`config.mk`:
```
export PLATFORM = sky130hd
export DESIGN_NAME = clock_button_sequencer_flat
export DESIGN_NICKNAME = d
export VERILOG_FILES = /design/src/rtl/clock_button_sequencer_if.sv /design/src/rtl/clock_button_sequencer.sv /design/src/flat_wrapper.sv
export SDC_FILE = /design/constraint.sdc
export NUM_CORES = 1
export LEC_CHECK = 0
export ABC_CLOCK_PERIOD_IN_PS = 2500
export CAP_MARGIN = 5
export CORE_MARGIN = 2
export CORE_UTILIZATION = 55
export CTS_CLUSTER_SIZE = 40
export DETAILED_ROUTE_END_ITERATION = 8
export PLACE_DENSITY = 0.81
export SETUP_SLACK_MARGIN = 0.02
export SKIP_CTS_REPAIR_TIMING = 1
export SKIP_LAST_GASP = 1
export SLEW_MARGIN = 25
export SYNTH_ARGS = -nofsm -noshare
export SYNTH_HDL_FRONTEND = slang
export SYNTH_SLANG_ARGS = --single-unit
```
`constraint.sdc`:
```
create_clock -name clk -period 2.5 [get_ports clk]
set_clock_uncertainty 0.2 [all_clocks]
set_input_delay 0.375 -clock clk [delete_from_list [all_inputs] [get_ports clk]]
set_output_delay 0.375 -clock clk [all_outputs]
set_load 0.05 [all_outputs]
```
`src/rtl/clock_button_sequencer_if.sv`:
```
// Button/command bundle between the board pins and the clock_with_mode_fsm
// command inputs. The sequencer takes the slave side; whoever drives the raw
// buttons and watches the command pulses takes the master side.
interface clock_button_sequencer_if;
  logic [4:0] btn_raw;        // [0] mode, [1] add_hour, [2] add_minute, [3] set_timer, [4] set_alarm
  logic       mode_btn;
  logic       add_hour;
  logic       add_minute;
  logic       set_timer_btn;
  logic       set_alarm_btn;
  logic       busy;

  modport master (
    output btn_raw,
    input  mode_btn,
    input  add_hour,
    input  add_minute,
    input  set_timer_btn,
    input  set_alarm_btn,
    input  busy
  );

  modport slave (
    input  btn_raw,
    output mode_btn,
    output add_hour,
    output add_minute,
    output set_timer_btn,
    output set_alarm_btn,
    output busy
  );
endinterface

```
`src/rtl/clock_button_sequencer.sv`:
```
// Front end for clock_with_mode_fsm: debounces five buttons, grants one button
// at a time by fixed priority (mode > set_alarm > set_timer > add_hour >
// add_minute) and turns each grant into a one-cycle command pulse.
// Optional feature macro BTN_AUTO_REPEAT_EN: when defined, a held add_hour or
// add_minute auto-repeats (first repeat after HOLD_CYCLES, then every
// REPEAT_CYCLES). When undefined, every press yields exactly one pulse.
module clock_button_sequencer #(
  parameter int DEBOUNCE_CYCLES = 4,
  parameter int HOLD_CYCLES     = 4,
  parameter int REPEAT_CYCLES   = 2
) (
  input  logic                     clk,
  input  logic                     reset,
  clock_button_sequencer_if.slave  bus
);

  localparam int DB_W = $clog2(DEBOUNCE_CYCLES + 1);

  localparam logic [2:0] S_IDLE    = 3'd0;
  localparam logic [2:0] S_GRANT   = 3'd1;
  localparam logic [2:0] S_HOLD    = 3'd2;
  localparam logic [2:0] S_REPEAT  = 3'd3;
  localparam logic [2:0] S_RELEASE = 3'd4;

  if (DEBOUNCE_CYCLES < 1 || HOLD_CYCLES < 1 || REPEAT_CYCLES < 1) begin : g_bad_param
    $error("clock_button_sequencer: DEBOUNCE_CYCLES, HOLD_CYCLES and REPEAT_CYCLES must be >= 1");
  end

  // Fixed-priority one-hot winner select.
  function automatic logic [4:0] pick_winner(input logic [4:0] lvl);
    logic [4:0] w;
    w = '0;
    if (lvl[0])      w[0] = 1'b1;
    else if (lvl[4]) w[4] = 1'b1;
    else if (lvl[3]) w[3] = 1'b1;
    else if (lvl[1]) w[1] = 1'b1;
    else if (lvl[2]) w[2] = 1'b1;
    return w;
  endfunction

  // ---- stage p0: debounced levels ----
  logic [4:0]      db_lvl_p0;
  logic [4:0]      db_lvl_nxt;
  logic [DB_W-1:0] db_cnt_p0  [5];
  logic [DB_W-1:0] db_cnt_nxt [5];

  // ---- stage p1: grant FSM and registered outputs ----
  logic [2:0] state_p1;
  logic [2:0] state_nxt;
  logic [4:0] pulse_p1;
  logic [4:0] pulse_nxt;
  logic       busy_p1;

`ifdef BTN_AUTO_REPEAT_EN
  localparam int TMR_MAX = (HOLD_CYCLES > REPEAT_CYCLES) ? HOLD_CYCLES : REPEAT_CYCLES;
  localparam int TMR_W   = $clog2(TMR_MAX + 1);

  logic [4:0]       winner_p1;
  logic [4:0]       winner_nxt;
  logic [TMR_W-1:0] tmr_p1;
  logic [TMR_W-1:0] tmr_nxt;
  logic             held_nxt;

  // Look at the level the winner will have after this edge, so a debounced
  // fall coinciding with a due repeat pulse suppresses that pulse.
  assign held_nxt = |(winner_p1 & db_lvl_nxt);
`endif

  // Per-bit debounce: count disagreeing samples, flip the level when the
  // count would reach DEBOUNCE_CYCLES, clear on any agreeing sample.
  always_comb begin
    db_lvl_nxt = db_lvl_p0;
    for (int i = 0; i < 5; i++) begin
      db_cnt_nxt[i] = '0;
      if (bus.btn_raw[i] != db_lvl_p0[i]) begin
        if (db_cnt_p0[i] + DB_W'(1) == DB_W'(DEBOUNCE_CYCLES)) begin
          db_lvl_nxt[i] = bus.btn_raw[i];
        end else begin
          db_cnt_nxt[i] = db_cnt_p0[i] + DB_W'(1);
        end
      end
    end
  end

  // Debounce state registers.
  always_ff @(posedge clk or posedge reset) begin
    if (reset) begin
      db_lvl_p0 <= '0;
      for (int i = 0; i < 5; i++) begin
        db_cnt_p0[i] <= '0;
      end
    end else begin
      db_lvl_p0 <= db_lvl_nxt;
      for (int i = 0; i < 5; i++) begin
        db_cnt_p0[i] <= db_cnt_nxt[i];
      end
    end
  end

  // Grant FSM next-state and pulse decode.
  always_comb begin
    state_nxt  = state_p1;
    pulse_nxt  = '0;
`ifdef BTN_AUTO_REPEAT_EN
    winner_nxt = winner_p1;
    tmr_nxt    = tmr_p1;
`endif
    case (state_p1)
      S_IDLE: begin
        if (|db_lvl_p0) begin
          state_nxt  = S_GRANT;
          pulse_nxt  = pick_winner(db_lvl_p0);
`ifdef BTN_AUTO_REPEAT_EN
          winner_nxt = pick_winner(db_lvl_p0);
          tmr_nxt    = '0;
`endif
        end
      end
`ifdef BTN_AUTO_REPEAT_EN
      // GRANT for an adjust button already counts as the first hold cycle.
      S_GRANT, S_HOLD: begin
        if (!(winner_p1[1] | winner_p1[2]) || !held_nxt) begin
          state_nxt = S_RELEASE;
        end else if (tmr_p1 + TMR_W'(1) == TMR_W'(HOLD_CYCLES)) begin
          state_nxt = S_REPEAT;
          pulse_nxt = winner_p1;
          tmr_nxt   = '0;
        end else begin
          state_nxt = S_HOLD;
          tmr_nxt   = tmr_p1 + TMR_W'(1);
        end
      end
      S_REPEAT: begin
        if (!held_nxt) begin
          state_nxt = S_RELEASE;
        end else if (tmr_p1 + TMR_W'(1) == TMR_W'(REPEAT_CYCLES)) begin
          pulse_nxt = winner_p1;
          tmr_nxt   = '0;
        end else begin
          tmr_nxt   = tmr_p1 + TMR_W'(1);
        end
      end
`else
      S_GRANT: begin
        state_nxt = S_RELEASE;
      end
`endif
      // Everything must be released before the next grant; this is what
      // locks out buttons pressed during another button's grant.
      S_RELEASE: begin
        if (db_lvl_p0 == 5'd0) begin
          state_nxt = S_IDLE;
        end
      end
      default: begin
        state_nxt = S_IDLE;
      end
    endcase
  end

  // FSM and output registers.
  always_ff @(posedge clk or posedge reset) begin
    if (reset) begin
      state_p1  <= S_IDLE;
      pulse_p1  <= '0;
      busy_p1   <= 1'b0;
`ifdef BTN_AUTO_REPEAT_EN
      winner_p1 <= '0;
      tmr_p1    <= '0;
`endif
    end else begin
      state_p1  <= state_nxt;
      pulse_p1  <= pulse_nxt;
      busy_p1   <= (state_nxt != S_IDLE);
`ifdef BTN_AUTO_REPEAT_EN
      winner_p1 <= winner_nxt;
      tmr_p1    <= tmr_nxt;
`endif
    end
  end

  assign bus.mode_btn      = pulse_p1[0];
  assign bus.add_hour      = pulse_p1[1];
  assign bus.add_minute    = pulse_p1[2];
  assign bus.set_timer_btn = pulse_p1[3];
  assign bus.set_alarm_btn = pulse_p1[4];
  assign bus.busy          = busy_p1;

endmodule

```
`src/flat_wrapper.sv`:
```
// flat-port wrapper written by rule: the top's interface ports become plain ports
module clock_button_sequencer_flat 
#(
  parameter int DEBOUNCE_CYCLES = 4,
  parameter int HOLD_CYCLES     = 4,
  parameter int REPEAT_CYCLES   = 2
)
  (clk, reset, bus_btn_raw, bus_mode_btn, bus_add_hour, bus_add_minute, bus_set_timer_btn, bus_set_alarm_btn, bus_busy);
  clock_button_sequencer_if bus_i ();
  input  logic clk;
  input  logic reset;
  input wire logic [$bits(bus_i.btn_raw)-1:0] bus_btn_raw;
  output wire logic [$bits(bus_i.mode_btn)-1:0] bus_mode_btn;
  output wire logic [$bits(bus_i.add_hour)-1:0] bus_add_hour;
  output wire logic [$bits(bus_i.add_minute)-1:0] bus_add_minute;
  output wire logic [$bits(bus_i.set_timer_btn)-1:0] bus_set_timer_btn;
  output wire logic [$bits(bus_i.set_alarm_btn)-1:0] bus_set_alarm_btn;
  output wire logic [$bits(bus_i.busy)-1:0] bus_busy;
  assign bus_i.btn_raw = bus_btn_raw;
  assign bus_mode_btn = bus_i.mode_btn;
  assign bus_add_hour = bus_i.add_hour;
  assign bus_add_minute = bus_i.add_minute;
  assign bus_set_timer_btn = bus_i.set_timer_btn;
  assign bus_set_alarm_btn = bus_i.set_alarm_btn;
  assign bus_busy = bus_i.busy;
  clock_button_sequencer #(.DEBOUNCE_CYCLES(DEBOUNCE_CYCLES), .HOLD_CYCLES(HOLD_CYCLES), .REPEAT_CYCLES(REPEAT_CYCLES)) u_core (.clk(clk), .reset(reset), .bus(bus_i));
endmodule
```
# Yosys cells after proc, flatten, opt, wreduce, memory -nomap -nowiden
# Cells that the tools add are included.
dict set report totals {
  reg_bits 29
  in_bits 7
  out_inout_bits 6
  word_cells 63
}
dict set report op_classes {
  addsub 5
  eq_ne 12
  n_mux 24
  reduce_logical 9
}
# op n
set op_table {}
lappend op_table {{$mux W3} 13}
lappend op_table {{$eq A3 B3 Y1 const B} 6}
lappend op_table {{$add A3 B1 Y3 const B} 5}
lappend op_table {{$mux W5} 2}
lappend op_table {{$reduce_and A2 Y1} 5}
lappend op_table {{$pmux W3 S3} 1}
lappend op_table {{$mux W1} 6}
lappend op_table {{$logic_not A5 Y1} 1}
lappend op_table {{$ne A1 B1 Y1} 5}
lappend op_table {{$reduce_or A5 Y1} 1}
lappend op_table {{$mux W4} 1}
lappend op_table {{$eq A3 B1 Y1 const B} 1}
lappend op_table {{$logic_not A3 Y1} 1}
lappend op_table {{$reduce_bool A3 Y1} 1}
lappend op_table {{$mux W2} 1}

# Depth between registers and ports, before layout
# Gate-level depths: netlist of the first run.
dict set report logic_depth {
  depth_word 7
  ltp_mapped 4
}

# Worst setup path before layout of the first run
# OpenSTA, ideal clock, no wires.
dict set report synth_path {
  kind {reg-to-reg}
  from {reg u_core.db_cnt_p0[9] in the netlist's numbering}
  to {reg u_core.db_lvl_p0[1]}
  setup_time_ps 128
  t_arrival_ps 1157
  setup_slack_ps 1015
  stages_incl_launch_ff 5
  path_buffers 0
  period_less_slack_ps 1485
  cell_sequence {dfrtp_1 ha_1 xor2_1 nand2_1 mux2_1}
}
dict set report synth_via {
  elab_chain_len 3
}
# item line
set synth_rtl {}
lappend synth_rtl {{start: declaration} clock_button_sequencer.sv:44} ;# logic [DB_W-1:0] db_cnt_p0 [5];
lappend synth_rtl {{start signal: indexed assignment} clock_button_sequencer.sv:95} ;# db_cnt_p0[i] <= db_cnt_nxt[i];
lappend synth_rtl {{$add A3 B1 Y3} clock_button_sequencer.sv:76} ;# if (db_cnt_p0[i] + DB_W'(1) == DB_W'(DEBOUNCE_CYCLES)) begin
lappend synth_rtl {{$eq A3 B3 Y1} clock_button_sequencer.sv:76}
lappend synth_rtl {{$reduce_and A2 Y1 (no source line)} n/a}
lappend synth_rtl {{end signal: assignment} clock_button_sequencer.sv:93} ;# db_lvl_p0 <= db_lvl_nxt;
lappend synth_rtl {{end: declaration} clock_button_sequencer.sv:42} ;# logic [4:0] db_lvl_p0;
# No other way between the ends.
# A chain may end at the register's enable or synchronous reset.

# Worst setup path in the final report of the first run
dict set report layout_path {
  from {reg u_core.pulse_p1[0]}
  to {out bus_mode_btn}
}
# item line
set layout_rtl {}
lappend layout_rtl {{start: declaration} clock_button_sequencer.sv:50} ;# logic [4:0] pulse_p1;
lappend layout_rtl {{start signal: assignment} clock_button_sequencer.sv:173} ;# pulse_p1 <= pulse_nxt;
lappend layout_rtl {{end: declaration} flat_wrapper.sv:13} ;# output wire logic [$bits(bus_i.mode_btn)-1:0] bus_mode_btn;
# No word-level cell between the ends.

==> impl_results.md, run 1 <==
* Status: finished, final reports clean
* Dpl cells at 135
* Mapped cell area at 1270 um2
* Vias in the first global route at 791
* Post-route insts no fill at 143
* Initial antenna violation count at 0
* Top Family by Delay on Critical Path: buffers and inverters
* Worst endpoint required time at 1920 ps
* RR Endpoint: u_core.db_lvl_p0[0]$_DFFE_PP0P_
* TritonCTS Sinks at 29
* First DRT Iteration DRCs at 1
* Avg Synthesized Cell Area at 13.5 um2
* Reg power frac at 51.0%
* CP arrival at 1440 ps
* Synth cell types at 21
* DRC viols at 0
* Register area share after synthesis at 57.1%
* Net Sw Power at 586 uW
* Power Internal at 981 uW
* Final antenna-violating net count at 0
* Area delta synth->final at 16.8%
* Root buffer cell: clkbuf_4
* Syn Inst Count at 94
* Core Footprint at 2190 um2
* Initial cell density of the core at 58.0%
* Final #Nets at 131
* Crit path buffers/inverters at 1
* Slew Limit Fails at 0
* Count of state elements after synthesis at 29
* Die ar. at 2710 um2
* R2R depth at 4
* Highest-delay cell along the critical path: clkdlybuf4s50_1
* Internal reg-to-reg setup slack at 860 ps
* Die Width at 52.1 um
* Achievable Freq at 495 MHz
* Largest net degree at the start of global routing at 30
* RSZ-0062 raised after global routing: no
* Worst path cell trace: clkdlybuf4s50_1
* CTS buffer count at 5
* Worst-Skew Late Latency at 320 ps
* Global-route wire length before repair at 3430 um
* Power share of the clock group at 16.6%
* Tot Pwr at 1.57 mW
* Vias/cell at 5.23
* Syn Nets at 111
* Worst-path clk slew at 90 ps
* Final TNS setup at 0 ps
* CP max FO at 1
* Worst setup SP type: flip-flop
* Detailed-route wire length at 1900 um
* Placement Cell Area at 1430 um2
* # Max-Cap Violations at 0
* # rows at 17
* Largest stage delay on the critical path at 790 ps
* Vias at 748
* I/O Pins at 13
* Total track usage at 18.1%
* Synth warn at 0
* Number of port buffers at 12
* Min Clock Period, post-route at 2020 ps
* Die height at 52.1 um
* Final setup violating endpoints at 0
* Critical path type: flip-flop to primary output
* H-Tree Depth at 2
* GRT overflow at 0
* R2r startpoint: u_core.db_cnt_p0[12]$_DFF_PP0_
* Total leakage power at 0.693 nW
* Mean routed wirelength per cell at 13.3 um
* Fillers at 164
* Antenna diode count at 0
* Power Dens Cells at 1060 nW/um2
* Fin. Hold Viols at 0
* Comb power frac at 32.5%
* Fin area at 1480 um2
* Drt pass-1 iters at 4
* Layout cells sized above 1 at 12.2%
* VDD IR-drop max at 0.000674 V
* Sw frac at 37.4%
* Clock Path Buffers at 2
* CP endpoint kind: primary output
* CTS tree: yes
* Final Cycle Share at 80.7%
* Detailed Place HPWL at 1380 um
* Hold Crit Class: primary input to asynchronous set/reset pin
* Gpl congestion at 0.692
-- layout by cell type (no fill, tap or decap) --
cell type and count:
dfrtp_1 29, clkdlybuf4s50_1 12, ha_1 10, xnor2_1 6, a211oi_1 6, xor2_1 5, nand2_1 5, mux2_1 5
nor2b_1 5, nor3_1 5, clkbuf_4 5, inv_1 4, nor3b_1 3, or3_4 2, clkinv_2 2, nor2_1 1
a21oi_1 1, nor4_4 1, nor4b_2 1, nor4_2 1, and3_1 1, and2_1 1, nor3b_2 1, clkbuf_1 1
buf_4 1, conb_1 1
-- routing by layer --
layer | track usage, % | up-vias | routed length (um)
met3 | 6.03 | 5 | 84
met4 | 10.5 | 0 | 31
met5 | 0 | - | 0
met2 | 31.2 | 14 | 971
met1 | 19.1 | 366 | 815
li1 | - | 363 | -
-- how the worst max path moves through the flow --
stage                             startpoint                              end  cells past startpoint
2_1_floorplan  u_core.db_cnt_p0[9]$_DFF_PP0_  u_core.db_lvl_p0[1]$_DFFE_PP0P_                      4
3_3_place_gp       u_core.bus.busy$_DFF_PP0_                         bus_busy                      1
3_5_place_dp    u_core.pulse_p1[0]$_DFF_PP0_                     bus_mode_btn                      1
4_1_cts         u_core.pulse_p1[0]$_DFF_PP0_                     bus_mode_btn                      1
5_1_grt         u_core.pulse_p1[3]$_DFF_PP0_                bus_set_timer_btn                      1
6_report        u_core.pulse_p1[0]$_DFF_PP0_                     bus_mode_btn                      1
-- through the flow --
stage	setup slack [ps]	utilization, %	hold WS (ps)
6_report	481	67.7	220
5_1_grt	424	67.7	247
4_1_cts	460	67.7	224
3_5_place_dp	827	65.4	263
3_3_place_gp	835	65.4	254
2_1_floorplan	1020	-	239
-- synthesized netlist by cell type --
cell type / count / area, um2
nand2_1: 5 / 18.8
and3_1: 1 / 6.26
mux2_1: 5 / 56.3
dfrtp_1: 29 / 726
a211oi_1: 6 / 45.0
and2_1: 1 / 6.26
xnor2_1: 6 / 52.6
nor3b_2: 1 / 12.5
nor4_2: 1 / 12.5
or3_4: 2 / 22.5
xor2_1: 5 / 43.8
nor3_1: 5 / 25.0
inv_1: 4 / 15.0
nor4_4: 1 / 21.3
nor2_1: 1 / 3.75
nor3b_1: 3 / 22.5
nor2b_1: 5 / 31.3
a21oi_1: 1 / 5.00
conb_1: 1 / 3.75
ha_1: 10 / 125
nor4b_2: 1 / 15.0
-- power groups by stage --
| stage | combinational (mW) | sequential (mW) | clock (mW) |
|---|---|---|---|
| 2_1_floorplan | 0.339 | 0.829 | 0 |
| 3_3_place_gp | 0.486 | 0.792 | 0 |
| 3_5_place_dp | 0.511 | 0.806 | 0 |
| 4_1_cts | 0.516 | 0.799 | 0.271 |
| 5_1_grt | 0.577 | 0.822 | 0.293 |
| 6_report | 0.509 | 0.798 | 0.259 |
-- registers in the layout (all words and copies together) (netlist names) --
signal,flops
u_core.state_p1,3
u_core.db_cnt_p0,15
u_core.bus.busy,1
u_core.pulse_p1,5
u_core.db_lvl_p0,5
-- layout make-up --
cell class,count,area (um2),area share [%]
Multi-Input combinational cell,61,529,35.7
Inverter,4,15.0,1.01
Clock buffer,6,41.3,2.78
Clock inverter,2,10.0,0.675
Timing Repair Buffer,13,128,8.60
Sequential cell,29,726,48.9
Tap cell,28,35.0,2.36
-- logic make-up (layout without fill, tap and decap cells) --
logic type | Yosys count | count (layout) | share of synthesized area, %
other | 1 | 1 | 0.295
and+or+nand+nor | 27 | 27 | 15.6
AOI/OAI and AO/OA | 7 | 7 | 3.94
adders and majority gates | 10 | 10 | 9.85
DFF | 29 | 29 | 57.1
muxes | 5 | 5 | 4.43
buffers and inverters | 4 | 25 | 1.18
xor gates and xnor gates | 11 | 11 | 7.59
No activity file was read; power rests on OpenSTA's default activity.
==> run 2, diff against run 1 <==
--- a/config.mk
+++ b/config.mk
@@ -5,13 +5,13 @@
 export SDC_FILE = /design/constraint.sdc
 export NUM_CORES = 1
 export LEC_CHECK = 0
-export ABC_CLOCK_PERIOD_IN_PS = 2500
+export ABC_CLOCK_PERIOD_IN_PS = 1780
 export CAP_MARGIN = 5
 export CORE_MARGIN = 2
-export CORE_UTILIZATION = 55
+export CORE_UTILIZATION = 49
 export CTS_CLUSTER_SIZE = 40
 export DETAILED_ROUTE_END_ITERATION = 8
-export PLACE_DENSITY = 0.81
+export PLACE_DENSITY = 0.76
 export SETUP_SLACK_MARGIN = 0.02
 export SKIP_CTS_REPAIR_TIMING = 1
 export SKIP_LAST_GASP = 1
==> constraint.sdc (replaced) <==
create_clock -name clk -period 1.78 [get_ports clk]
set_clock_uncertainty 0.2 [all_clocks]
set_input_delay 0.267 -clock clk [delete_from_list [all_inputs] [get_ports clk]]
set_output_delay 0.267 -clock clk [all_outputs]
set_load 0.05 [all_outputs]
==> impl_results.md, run 2 (same netlist as run 1, synthesis figures left out) <==
* Final TNS setup at 0 ps (unchanged)
* First DRT Iteration DRCs at 4 (+3)
* Area delta synth->final at 17.3%
* Fin area at 1490 um2 (+0.42%)
* Crit path from: u_core.db_cnt_p0[12]$_DFF_PP0_
* VDD IR-drop max at 0.000958 V (+42%)
* CP endpoint kind: flip-flop
* Fillers at 218 (+33%)
* Vias at 735 (-1.7%)
* CP arrival at 1590 ps (+150 ps)
* RR Endpoint: u_core.db_lvl_p0[0]$_DFFE_PP0P_
* Clock Path Buffers at 2 (unchanged)
* Commonest cells after routing, fill and taps aside: 29 x dfrtp_1, 10 x ha_1, 7 x buf_4
* Drt pass-1 iters at 4 (unchanged)
* Final core utilization at 60.2% (-7.6 points)
* Flip-flop and latch area at 726 um2 (unchanged)
* Die height at 54.9 um (+5.5%)
* Largest stage delay on the critical path at 420 ps (-370 ps)
* # Max-Cap Violations at 0 (unchanged)
* Vias/cell at 5.07 (-3.1%)
* Worst path cell trace: ha_1, xor2_1, nand2_1, mux2_1
* Initial cell density of the core at 51.3% (-6.7 points)
* Critical path type: flip-flop to flip-flop
* Total leakage power at 0.713 nW (+2.9%)
* CP max FO at 3 (+2)
* Biggest regs: u_core.db_cnt_p0 x15, u_core.db_lvl_p0 x5, u_core.pulse_p1 x5
* Most common cell after layout, fill and taps aside: dfrtp_1
* Final setup violating endpoints at 0 (unchanged)
* Total track usage at 15.7% (-2.5 points)
* Global-route wire length before repair at 3080 um (-10%)
* Status: finished, final reports clean
* Fin. Hold Viols at 0 (unchanged)
* Final Cycle Share at 88.5%
* I/O Pins at 13 (unchanged)
* Vias in the first global route at 725 (-8.3%)
* R2R depth at 4 (unchanged)
* CTS buffer count at 5 (unchanged)
* Hold Crit Class: primary input to asynchronous set/reset pin
* Core Footprint at 2480 um2 (+13%)
* R2r startpoint: u_core.db_cnt_p0[12]$_DFF_PP0_
* # rows at 18 (+1)
* Dpl ws at 223 ps (-604 ps)
* Layout cells sized above 1 at 18.3% (+6.1 points)
* Worst endpoint required time at 1790 ps (-130 ps)
* Internal reg-to-reg setup slack at 210 ps (-650 ps)
* Final #Nets at 131 (unchanged)
* Mean routed wirelength per cell at 12.5 um (-6.3%)
* Worst-path clk slew at 90 ps (about the same)
* GRT overflow at 0 (unchanged)
* Worst-Skew Late Latency at 320 ps (about the same)
* Die ar. at 3020 um2 (+11%)
* H-Tree Depth at 2 (unchanged)
* Antenna diode count at 0 (unchanged)
* Number of port buffers at 12 (unchanged)
* Die Width at 54.9 um (+5.5%)
* Gpl congestion at 0.636 (-8.1%)
* DRC viols at 0 (unchanged)
* Final worst slack at 205 ps (-276 ps)
* Power Dens Cells at 1510 nW/um2 (+43%)
* Final antenna-violating net count at 0 (unchanged)
* Post-route insts no fill at 145 (+1.4%)
* Largest Register: u_core.db_cnt_p0
* Min Clock Period, post-route at 1570 ps
* Achievable Freq at 635 MHz
* CTS tree: yes
* RSZ-0062 raised after global routing: no
* Detailed-route wire length at 1810 um (-4.9%)
* Worst setup SP type: flip-flop
* Largest net degree at the start of global routing at 30 (unchanged)
* Area taken by multi-input logic gates at 529 um2 (unchanged)
* Initial antenna violation count at 0 (unchanged)
* Detailed Place HPWL at 1350 um (-1.5%)
* Root buffer cell: clkbuf_4
* Highest-delay cell along the critical path: dfrtp_1
* TritonCTS Sinks at 29 (unchanged)
* Dpl cells at 137 (+1.5%)
* Slew Limit Fails at 0 (unchanged)
* Max FFs per register at 15 (unchanged)
* Placement Cell Area at 1420 um2 (-0.87%)
==> run 2: cell types whose count changed in the layout (fill, tap and decap cells not counted) <==
| cell | delta |
|---|---|
| clkbuf_1 | -1 |
| clkinv_2 | -1 |
| clkdlybuf4s50_1 | -6 |
| buf_4 | +6 |
| clkbuf_8 | +2 |
==> run 2: metrics by stage <==
step | hold slack [ps] | power (mW)
floorplan | 145 | 1.64
global placement | 250 | 1.79
detailed placement | 274 | 1.84
CTS | 136 | 2.29
global route | 181 | 2.44
finish | 126 | 2.25
==> run 2: layer usage <==
metal	share of wire, %	vias up	GRT usage [%]	routed length, um
met5	0	-	0	0
met3	6.4	4	5.65	116
met2	50	14	24.4	899
met1	42	358	17.9	757
li1	-	359	-	-
met4	1.9	0	11.0	34
==> run 2: worst max path at each step <==
stage                                            to  slack [ps]
global route        u_core.db_lvl_p0[0]$_DFFE_PP0P_         110
finish              u_core.db_lvl_p0[0]$_DFFE_PP0P_         210
CTS                 u_core.db_lvl_p0[1]$_DFFE_PP0P_         200
global placement    u_core.db_lvl_p0[1]$_DFFE_PP0P_         250
floorplan           u_core.db_lvl_p0[1]$_DFFE_PP0P_         300
detailed placement  u_core.db_lvl_p0[1]$_DFFE_PP0P_         220
==> run 2: layout make-up <==
class	count	share of cell area [%]
clock buffer	7	4.37
tap	30	2.52
timing repair buffer	13	7.56
inverter	4	1.01
multi-input combinational	61	35.5
clock inverter	1	0.336
sequential	29	48.7
==> run 2: power by group <==
part / leakage (nW) / switching, mW / internal [mW]
sequential: 0.373 / 0.236 / 0.884
combinational: 0.298 / 0.354 / 0.335
clock: 0.0413 / 0.208 / 0.228
==> run 2: worst max-delay path, delay by kind of cell, from the launching register on <==
kind	cells	cell delay, ps
flip-flops	1	420
multiplexers	1	310
XOR/XNOR	1	230
adder cells (fa/ha/maj)	1	220
AND/OR/NAND/NOR	1	100
